==> config.mk <==
export PLATFORM = sky130hd
export DESIGN_NAME = alu_issue_ctrl
export DESIGN_NICKNAME = d
export VERILOG_FILES = /design/src/rtl/alu_issue_ctrl.sv
export SDC_FILE = /design/constraint.sdc
export NUM_CORES = 1
export LEC_CHECK = 0
export ABC_AREA = 1
export BUFFER_PORTS_ARGS = -buffer_cell sky130_fd_sc_hd__buf_2
export CORE_MARGIN = 8
export CORE_UTILIZATION = 40
export DETAILED_ROUTE_END_ITERATION = 16
export PLACE_DENSITY = 0.7
export SETUP_SLACK_MARGIN = 0.02
export SKIP_CTS_REPAIR_TIMING = 1
export SLEW_MARGIN = 20
export SYNTH_ARGS = -nofsm -noshare
export SYNTH_HDL_FRONTEND = slang
export SYNTH_SLANG_ARGS = --single-unit
==> constraint.sdc <==
create_clock -name I_clk -period 1.98 [get_ports I_clk]
set_input_delay 0.198 -clock I_clk [delete_from_list [all_inputs] [get_ports I_clk]]
set_output_delay 0.198 -clock I_clk [all_outputs]
set_load 0.01 [all_outputs]
==> src/rtl/alu_issue_ctrl.sv <==
// Issue/sequencing stage between decode and the integer ALU: latches one op, drives ALU enable, returns result.
// Optional busy-timeout watchdog enabled by defining ALU_ISSUE_TIMEOUT_EN.
module alu_issue_ctrl #(
    parameter int XLEN           = 32,
    parameter int OP_W           = 5,
    parameter int TIMEOUT_CYCLES = 40
) (
    input  logic            I_clk,
    input  logic            I_reset_n,
    input  logic            I_in_valid,
    output logic            O_in_ready,
    input  logic [OP_W-1:0] I_in_op,
    input  logic [XLEN-1:0] I_in_s1,
    input  logic [XLEN-1:0] I_in_s2,
    output logic            O_alu_en,
    output logic            O_alu_reset,
    output logic [OP_W-1:0] O_alu_op,
    output logic [XLEN-1:0] O_alu_s1,
    output logic [XLEN-1:0] O_alu_s2,
    input  logic            I_alu_busy,
    input  logic [XLEN-1:0] I_alu_data,
    input  logic            I_alu_lt,
    input  logic            I_alu_ltu,
    input  logic            I_alu_eq,
    output logic            O_out_valid,
    input  logic            I_out_ready,
    output logic [XLEN-1:0] O_out_data,
    output logic            O_out_lt,
    output logic            O_out_ltu,
    output logic            O_out_eq,
    output logic            O_err
);

    // state | meaning
    // IDLE  | ready for a new op
    // ISSUE | ALU enabled for exactly one cycle
    // WAIT  | ALU enable follows busy until the result is ready
    // DONE  | result held for writeback
    typedef enum logic [1:0] {S_IDLE, S_ISSUE, S_WAIT, S_DONE} state_t;

    localparam int CNT_W = $clog2(TIMEOUT_CYCLES + 1);

    state_t            state_q, state_d;
    logic [OP_W-1:0]   op_q, op_d;
    logic [XLEN-1:0]   s1_q, s1_d;
    logic [XLEN-1:0]   s2_q, s2_d;
    logic [XLEN-1:0]   data_q, data_d;
    logic              lt_q, lt_d;
    logic              ltu_q, ltu_d;
    logic              eq_q, eq_d;
    logic              err_q, err_d;
    logic [CNT_W-1:0]  cnt_q, cnt_d;
    logic              in_ready;
    logic              alu_en;

    always_comb begin
        state_d  = state_q;
        op_d     = op_q;
        s1_d     = s1_q;
        s2_d     = s2_q;
        data_d   = data_q;
        lt_d     = lt_q;
        ltu_d    = ltu_q;
        eq_d     = eq_q;
        err_d    = err_q;
        cnt_d    = cnt_q;
        in_ready = 1'b0;
        alu_en   = 1'b0;

        case (state_q)
            S_IDLE: begin
                in_ready = 1'b1;
                if (I_in_valid) begin
                    op_d    = I_in_op;
                    s1_d    = I_in_s1;
                    s2_d    = I_in_s2;
                    cnt_d   = '0;
                    state_d = S_ISSUE;
                end
            end
            S_ISSUE: begin
                alu_en  = 1'b1;
                state_d = S_WAIT;
            end
            S_WAIT: begin
                // Enable only while busy so a finished shift is never restarted.
                alu_en = I_alu_busy;
                if (!I_alu_busy) begin
                    data_d  = I_alu_data;
                    lt_d    = I_alu_lt;
                    ltu_d   = I_alu_ltu;
                    eq_d    = I_alu_eq;
                    err_d   = 1'b0;
                    state_d = S_DONE;
                end
`ifdef ALU_ISSUE_TIMEOUT_EN
                else if (cnt_q == CNT_W'(TIMEOUT_CYCLES - 1)) begin
                    alu_en  = 1'b0;
                    data_d  = '0;
                    lt_d    = 1'b0;
                    ltu_d   = 1'b0;
                    eq_d    = 1'b0;
                    err_d   = 1'b1;
                    state_d = S_DONE;
                end else begin
                    cnt_d = cnt_q + CNT_W'(1);
                end
`endif
            end
            S_DONE: begin
                if (I_out_ready) begin
                    in_ready = 1'b1;
                    err_d    = 1'b0;
                    if (I_in_valid) begin
                        op_d    = I_in_op;
                        s1_d    = I_in_s1;
                        s2_d    = I_in_s2;
                        cnt_d   = '0;
                        state_d = S_ISSUE;
                    end else begin
                        state_d = S_IDLE;
                    end
                end
            end
            default: state_d = S_IDLE;
        endcase
    end

    always_ff @(posedge I_clk) begin
        if (!I_reset_n) begin
            state_q <= S_IDLE;
            op_q    <= '0;
            s1_q    <= '0;
            s2_q    <= '0;
            data_q  <= '0;
            lt_q    <= 1'b0;
            ltu_q   <= 1'b0;
            eq_q    <= 1'b0;
            err_q   <= 1'b0;
            cnt_q   <= '0;
        end else begin
            state_q <= state_d;
            op_q    <= op_d;
            s1_q    <= s1_d;
            s2_q    <= s2_d;
            data_q  <= data_d;
            lt_q    <= lt_d;
            ltu_q   <= ltu_d;
            eq_q    <= eq_d;
            err_q   <= err_d;
            cnt_q   <= cnt_d;
        end
    end

    assign O_in_ready  = in_ready;
    assign O_alu_en    = alu_en;
    assign O_alu_reset = ~I_reset_n;
    assign O_alu_op    = op_q;
    assign O_alu_s1    = s1_q;
    assign O_alu_s2    = s2_q;
    assign O_out_valid = (state_q == S_DONE);
    assign O_out_data  = data_q;
    assign O_out_lt    = lt_q;
    assign O_out_ltu   = ltu_q;
    assign O_out_eq    = eq_q;

`ifdef ALU_ISSUE_TIMEOUT_EN
    assign O_err = err_q;
`else
    logic [CNT_W-1:0] unused_tmo;
    assign unused_tmo = CNT_W'(TIMEOUT_CYCLES) ^ cnt_q ^ {CNT_W{err_q}};
    assign O_err      = 1'b0;
`endif

endmodule

Word level (Yosys, flattened, before mapping)
Cells that the tools add are included.

operators by class
  equality and inequality tests = 6
  muxes and demuxes = 17
  bitwise gates (word level) = 2
  reductions and logical operators = 5

operators by type and width
  operator                                        count
  2-to-1 mux 32 bit                               4
  one-hot mux 32 bit (2 select lines)             2
  2-to-1 mux 5 bit                                2
  one-hot mux 5 bit (2 select lines)              1
  one-hot mux 2 bit (4 select lines)              1
  2-to-1 mux 2 bit                                3
  == test 2 bit (second input constant)           2
  != test 2 bit (second input constant)           2
  one-hot mux 1 bit (2 select lines)              2
  AND reduction 2 bit                             2
  AND reduction 3 bit                             1
  == test 2 x 1 -> 1 bit (second input constant)  1
  zero test 2 bit                                 1
  2-to-1 mux 1 bit                                2
  != test 2 x 1 -> 1 bit (second input constant)  1
  NOT 1 bit                                       2
  nonzero test 2 bit                              1

storage, ports and cells
  register bits after elaboration = 106
  input port bits = 109
  output and inout port bits = 109
  logic and storage cells = 38

Longest topological paths before layout
Gate-level depths: netlist of the first run.

  word-level depth = 3
  mapped depth = 9
  depth with buffers taken out = 7

Worst setup path after synthesis of the first run
No wires, ideal clock.

  kind = register -> register
  start = reg state_q[0]
  end = reg s1_q[22] (netlist: O_alu_s1[22])
  setup time = 0.072 ns
  arrival time = 1.427 ns
  data required time = 1.908 ns
  setup slack = 0.481 ns
  cell stages (with the launch flop) = 10
  path buffers = 2
  clock period less this slack = 1.499 ns
  cells stage by stage = dfxtp_1 > inv_1 > ha_1 > nor2_1 > nor2_4 > nand2_2 > buf_6 > buf_6 > nand2_1 > a21oi_1

on the way
  cells in the longest elaborated chain, start to end = 3
  elaborated cells on any way between the ends = 6
  those cells by class = 2 x eq/ne; 1 x mux; 3 x reduce/logical

ends and longest elaborated chain
  item                                                                    RTL line  source
  from (decl)                                                             43        state_t state_q, state_d;
  from (signal assigned)                                                  142       state_q <= state_d;
  == test 2 bit or zero test 2 bit (tied branches)                        70        case (state_q)
  != test 2 x 1 -> 1 bit (no line) or nonzero test 2 bit (tied branches)  --
  AND reduction 2 bit (no line)                                           --
  to (signal assigned)                                                    133       s1_q <= '0;
  to (signal assigned)                                                    144       s1_q <= s1_d;
  to (decl)                                                               45        logic [XLEN-1:0] s1_q, s1_d;

Several ways; a longest one is shown, not always the timed one.
A chain may end at the register's enable or synchronous reset.

Final worst setup path of the first run
  start = reg state_q[1]
  end = out O_alu_en

on the way
  cells in the longest elaborated chain, start to end = 2
  elaborated cells on any way between the ends = 3
  those cells by class = 2 x eq/ne; 1 x mux

ends and longest elaborated chain
  item                                                     RTL line  source
  == test 2 bit or == test 2 x 1 -> 1 bit (tied branches)  70
  one-hot mux 1 bit (2 select lines) *                     70
  to (decl)                                                15        output logic O_alu_en,

Mark *: on every way between the ends. The rest lies on a longest branch, timed or not.

==> results of run 1 <==
-- synthesized netlist by cell type --
library cell / number
ha_1: 6
nand2_1: 79
conb_1: 1
dfxtp_1: 106
o21ai_0: 35
a21boi_0: 1
a21oi_1: 72
nor2_4: 2
buf_6: 3
inv_2: 2
buf_4: 3
nor2_1: 72
buf_2: 14
buf_1: 5
nand2_2: 2
inv_1: 8
nand3_1: 72
clkinv_1: 1
clkbuf_1: 14
-- layout make-up --
class                      instances  area, um^2  area share
tap                              133         166      0.0314
clock buffer                       9         124      0.0234
multi-input combinational        343        1590       0.300
clock inverter                     7        56.3      0.0106
inverter                          11        41.3     0.00779
sequential                       106        2120       0.400
timing repair buffer             227        1200       0.227
-- tightest hold or removal path, cell delays in order --
cell and delay, ns:
buf_2 0.07, nor2_1 0.03, nor2_1 0.08
-- worst min-delay path by stage --
stage               depth (start not counted)  slack, ns             end
global placement                            3       0.42  O_out_data[10]
detailed placement                          3       0.42   O_out_data[7]
CTS                                         3       0.02   O_out_data[7]
floorplan                                   2       0.33  O_out_data[15]
global route                                3       0.03   O_out_data[7]
finish                                      3       0.04   O_out_data[7]
-- per-stage QoR --
| stage | cell area [um^2] | util |
|---|---|---|
| after CTS | 5290 | 0.546 |
| after detailed placement | 5110 | 0.527 |
| after global placement | 5110 | 0.527 |
| after floorplan | 3950 | - |
| after global routing | 5300 | 0.547 |
| final | 5300 | 0.547 |
-- logic make-up after synthesis --
logic type / after synthesis / share of synthesized area
AND/OR/NAND/NOR: 227 / 0.244
adder cells (fa/ha/maj): 6 / 0.0190
buffers and inverters: 50 / 0.0606
other: 1 / 0.000951
AO/OA/AOI/OAI: 108 / 0.138
flip-flops: 106 / 0.538
-- layout by cell type (no fill, tap or decap) --
master / instances
a21boi_0: 1
a21oi_1: 72
buf_12: 3
buf_2: 216
buf_4: 8
clkbuf_8: 9
clkinv_1: 1
clkinv_2: 2
conb_1: 1
dfxtp_1: 106
ha_1: 6
inv_1: 8
inv_2: 2
inv_6: 4
inv_8: 1
nand2_1: 79
nand2_2: 2
nand3_1: 72
nor2_1: 72
nor2_2: 1
nor2_4: 2
o21ai_0: 35
-- flip-flops by register name (all words and copies together), names as in the netlist --
name and flops:
state_q 2, O_out_ltu 1, O_alu_s2 32, O_alu_op 5, O_out_data 32, O_alu_s1 32, O_out_lt 1, O_out_eq 1
-- report_power, final --
| part | internal [W] | switching, W |
|---|---|---|
| sequential | 0.00258 | 0.000221 |
| combinational | 0.000916 | 0.00148 |
| clock | 0.000481 | 0.000765 |
-- routing by layer --
| metal | global-route usage | routed length, um | vias to the layer above |
|---|---|---|---|
| met3 | 0.0693 | 1300 | 9 |
| met4 | 0.0674 | 145 | 0 |
| met5 | 0 | 0 | - |
| li1 | - | - | 2034 |
| met1 | 0.193 | 5060 | 1842 |
| met2 | 0.290 | 5970 | 147 |
==> results.toml, run 1 <==
[flow_run]
drv_cap = 0

[cells_and_area]
drive_gt1_frac = 0.356
fin_nets = 813
antenna_cells = 0
nFillCells = 922
finalNonFillerCells = 836
syn_to_final_growth_pct = 34.4

[clock_tree]
cts_sinks = 106
numCtsBuffers = 9
cts_root_buf = "clkbuf_8"
htreeDepth = 3
cts_tree = "done"
cts_buffer_depth = 2
clkTransAtPathRegs_ns = 0.11
clock_latency_ns = 0.37

[setup_path]
rrSetupSlack_ns = 0.27
cpMaxStageDelayCell = "dfxtp_1"
critPathRequiredTime_ns = 1.78
worstSetupEndpointType = "output port"
cp_cell_sequence = "inv_1, ha_1, a21boi_0, buf_2"
cp_slowest_stage_delay_ns = 0.43
r2r_start = "state_q[0]"
worstPathArrival_ns = 1.56
crit_start = "state_q[1]"
critPathTopFamily = "flip-flops"
crit_buf_inv = 2
worstPathMaxFanout = 6
worst-path-stages = 4
critPathLaunchType = "flop"
ff2ff_path_depth = 6
crit_path_end = "O_alu_en"
critPathKind = "flop to output port"
reg2reg_to = "O_alu_op[0]"

[sta]
fin_crit_sh = 0.886
fin_hold_ws_ns = 0.0401
slew_headroom = 0.567
slew_violations = 0
hold_viol = 0
fin_crit_ns = 1.75
setup_slack_ns = 0.225
setup-violations-final = 0
rsz0062_at_grt = "false"
fin_skew_ns = 0.0108
timing.fmax_mhz = 570
setup_tns_ns = 0
tightestPinTransition_ns = 0.649

[synthesis]
syn-num-nets = 613
yosysWarningCount = 0
synth_area_leader_cell = "dfxtp_1"
ys_seq_area_frac = 0.538
syn_area_um2 = 3950
ys_types = 19
yosysTopAreaCellShare = 0.538
synth_seq_cells = 106
postSynthCellCount = 498
synth.area.top_cells = "dfxtp_1, a21oi_1, nand3_1"
synth_area_per_cell_um2 = 7.92

[global_routing]
first_global_vias = 3856
grt_max_degree = 53
antenna_found_initial = 0
grt_pass1_wl_mm = 18.6
overflow = 0
grt_use_total = 0.173

[power]
leakagePower_nw = 2.65
power_w = 0.00644
powerDensity_nw_per_um2 = 1210
ir_drop_mv = 0.592

[route]
ant_nets = 0
drt_iter0_markers = 324
drt-pass1-iter-count = 4
dr_total_vias = 4032
drcViolationCount = 0
vias_per_cell = 4.82
totalWireLength_mm = 12.5
routedWlPerCell_um = 14.9

[floorplan]
dieArea_um2 = 13300
core_um2 = 9680
row_count = 36
initial_utilization = 0.407
die_height_um = 115
pin_count = 218
fp.dieW_um = 115

[placed_design]
dp_slack_ns = 0.0606
dp.cells = 818
portBuffers = 216
dpl.hpwl_mm = 9.04
gp_congestion = 0.830

[min_path]
min_path_type = "input pin to flop"
min_from = "I_alu_data[7]"

[status]
status = "complete, no violations"
Note: power is estimated with default switching activity, not from simulation.
==> run 2, diff against run 1 <==
--- a/config.mk
+++ b/config.mk
@@ -10,6 +10,7 @@
 export CORE_MARGIN = 8
 export CORE_UTILIZATION = 40
 export DETAILED_ROUTE_END_ITERATION = 16
+export MAX_ROUTING_LAYER = met4
 export PLACE_DENSITY = 0.7
 export SETUP_SLACK_MARGIN = 0.02
 export SKIP_CTS_REPAIR_TIMING = 1
==> run 2 against run 1 <==
  * Flip-flop and latch count stayed put
  * Wire length is 0.46% higher
  * Setup slack worse by 0.0065 ns
  * Non-clock buffer count stayed put
  * Total power is 0.22% higher
  * Fmax is 0.37% lower
  * Largest cell class unchanged
  * Die area stayed put
==> results.toml, run 2 (synthesis results as in run 1) <==
[sta]
fin_crit_ns = 1.76
fin_skew_ns = 0.0125
setup-violations-final = 0
setup_tns_ns = 0
slew_headroom = 0.566
setup_slack_ns = 0.219
tightestPinTransition_ns = 0.651
rsz0062_at_grt = "false"
timing.fmax_mhz = 568
fin_crit_sh = 0.890
hold_viol = 0
slew_violations = 0

[setup_path]
rrSetupSlack_ns = 0.29
worstPathArrival_ns = 1.56
r2r_start = "state_q[0]"
critPathKind = "flop to output port"
reg2reg_to = "O_alu_s1[21]"
ff2ff_path_depth = 6
critPathLaunchType = "flop"
crit_start = "state_q[1]"
critPathRequiredTime_ns = 1.78
worstSetupEndpointType = "output port"
worstPathMaxFanout = 6
crit_path_end = "O_alu_en"

[placed_design]
portBuffers = 216
gp_congestion = 0.843
dp_slack_ns = 0.0606
dpl.hpwl_mm = 9.04

[clock_tree]
cts_buffer_depth = 2
cts_sinks = 106
cts_root_buf = "clkbuf_8"
numCtsBuffers = 9
cts_tree = "done"
clkTransAtPathRegs_ns = 0.11
htreeDepth = 3
clock_latency_ns = 0.37

[power]
leakagePower_nw = 2.65
powerDensity_nw_per_um2 = 1220
ir_drop_mv = 0.596

[cells_and_area]
fin_nets = 813
regArea_um2 = 2120
drive_gt1_frac = 0.356
final_common_cell = "buf_2"
post-route-util = 0.547
antenna_cells = 0
nFillCells = 922
syn_to_final_growth_pct = 34.4
multi_input_area_um2 = 1590
layout_common_cells = "buf_2, dfxtp_1, nand2_1"

[global_routing]
antenna_found_initial = 0
grt_max_degree = 53
grt_use_total = 0.179
grt_pass1_wl_mm = 18.6
overflow = 0
first_global_vias = 3859

[route]
drt_iter0_markers = 360
drt-pass1-iter-count = 4
totalWireLength_mm = 12.5
drcViolationCount = 0
routedWlPerCell_um = 15.0
ant_nets = 0
dr_total_vias = 4069
vias_per_cell = 4.87

[floorplan]
die_height_um = 115
dieArea_um2 = 13300
pin_count = 218
initial_utilization = 0.407
row_count = 36
core_um2 = 9680
fp.dieW_um = 115

[flow_run]
drv_cap = 0

[status]
status = "complete, no violations"

[min_path]
min_path_type = "input pin to flop"
run 2: layout make-up:
cell class              count  area share
flip-flops and latches    106       0.400
multi-input cells         343       0.300
repair buffers            227       0.227
well taps                 133      0.0314
clock buffers               9      0.0234
clock inverters             7      0.0106
inverters                  11     0.00779
run 2: worst min-delay path by stage:
stage	start	endpoint	slack [ns]	depth (start not counted)
after floorplan	I_alu_data[15]	O_out_data[15]	0.33	2
after global placement	I_alu_data[10]	O_out_data[10]	0.42	3
after detailed placement	I_alu_data[7]	O_out_data[7]	0.42	3
after CTS	I_alu_data[7]	O_out_data[7]	0.02	3
after global routing	I_alu_data[7]	O_out_data[7]	0.03	3
final	I_alu_data[7]	O_out_data[7]	0.03	3
run 2: critical path: stages, from the launching register on:
cell and delay (ns):
dfxtp_1 0.43, inv_1 0.11, ha_1 0.33, a21boi_0 0.16, buf_2 0.17
run 2: metrics by stage:
step           instances  area, um^2  power (W)  hold slack (ns)
2_1_floorplan        498        3950    0.00431            0.333
3_3_place_gp         818        5110    0.00515            0.418
3_5_place_dp         818        5110    0.00524            0.424
4_1_cts              834        5290    0.00650           0.0230
5_1_grt              836        5300    0.00688           0.0258
6_report             836        5300    0.00645           0.0336
run 2: metal layers:
layer	GRT usage	wire length (um)	up-vias
met5	-	0	-
met4	0.0674	170	0
met3	0.0504	1130	14
met2	0.290	5950	171
met1	0.205	5280	1848
li1	-	-	2036
run 2: power by group:
group / leakage (nW) / internal [W] / total (W) / switching [W]
clock: 0.0967 / 0.000481 / 0.00126 / 0.000776
combinational: 1.69 / 0.000916 / 0.00240 / 0.00148
sequential: 0.866 / 0.00258 / 0.00280 / 0.000222
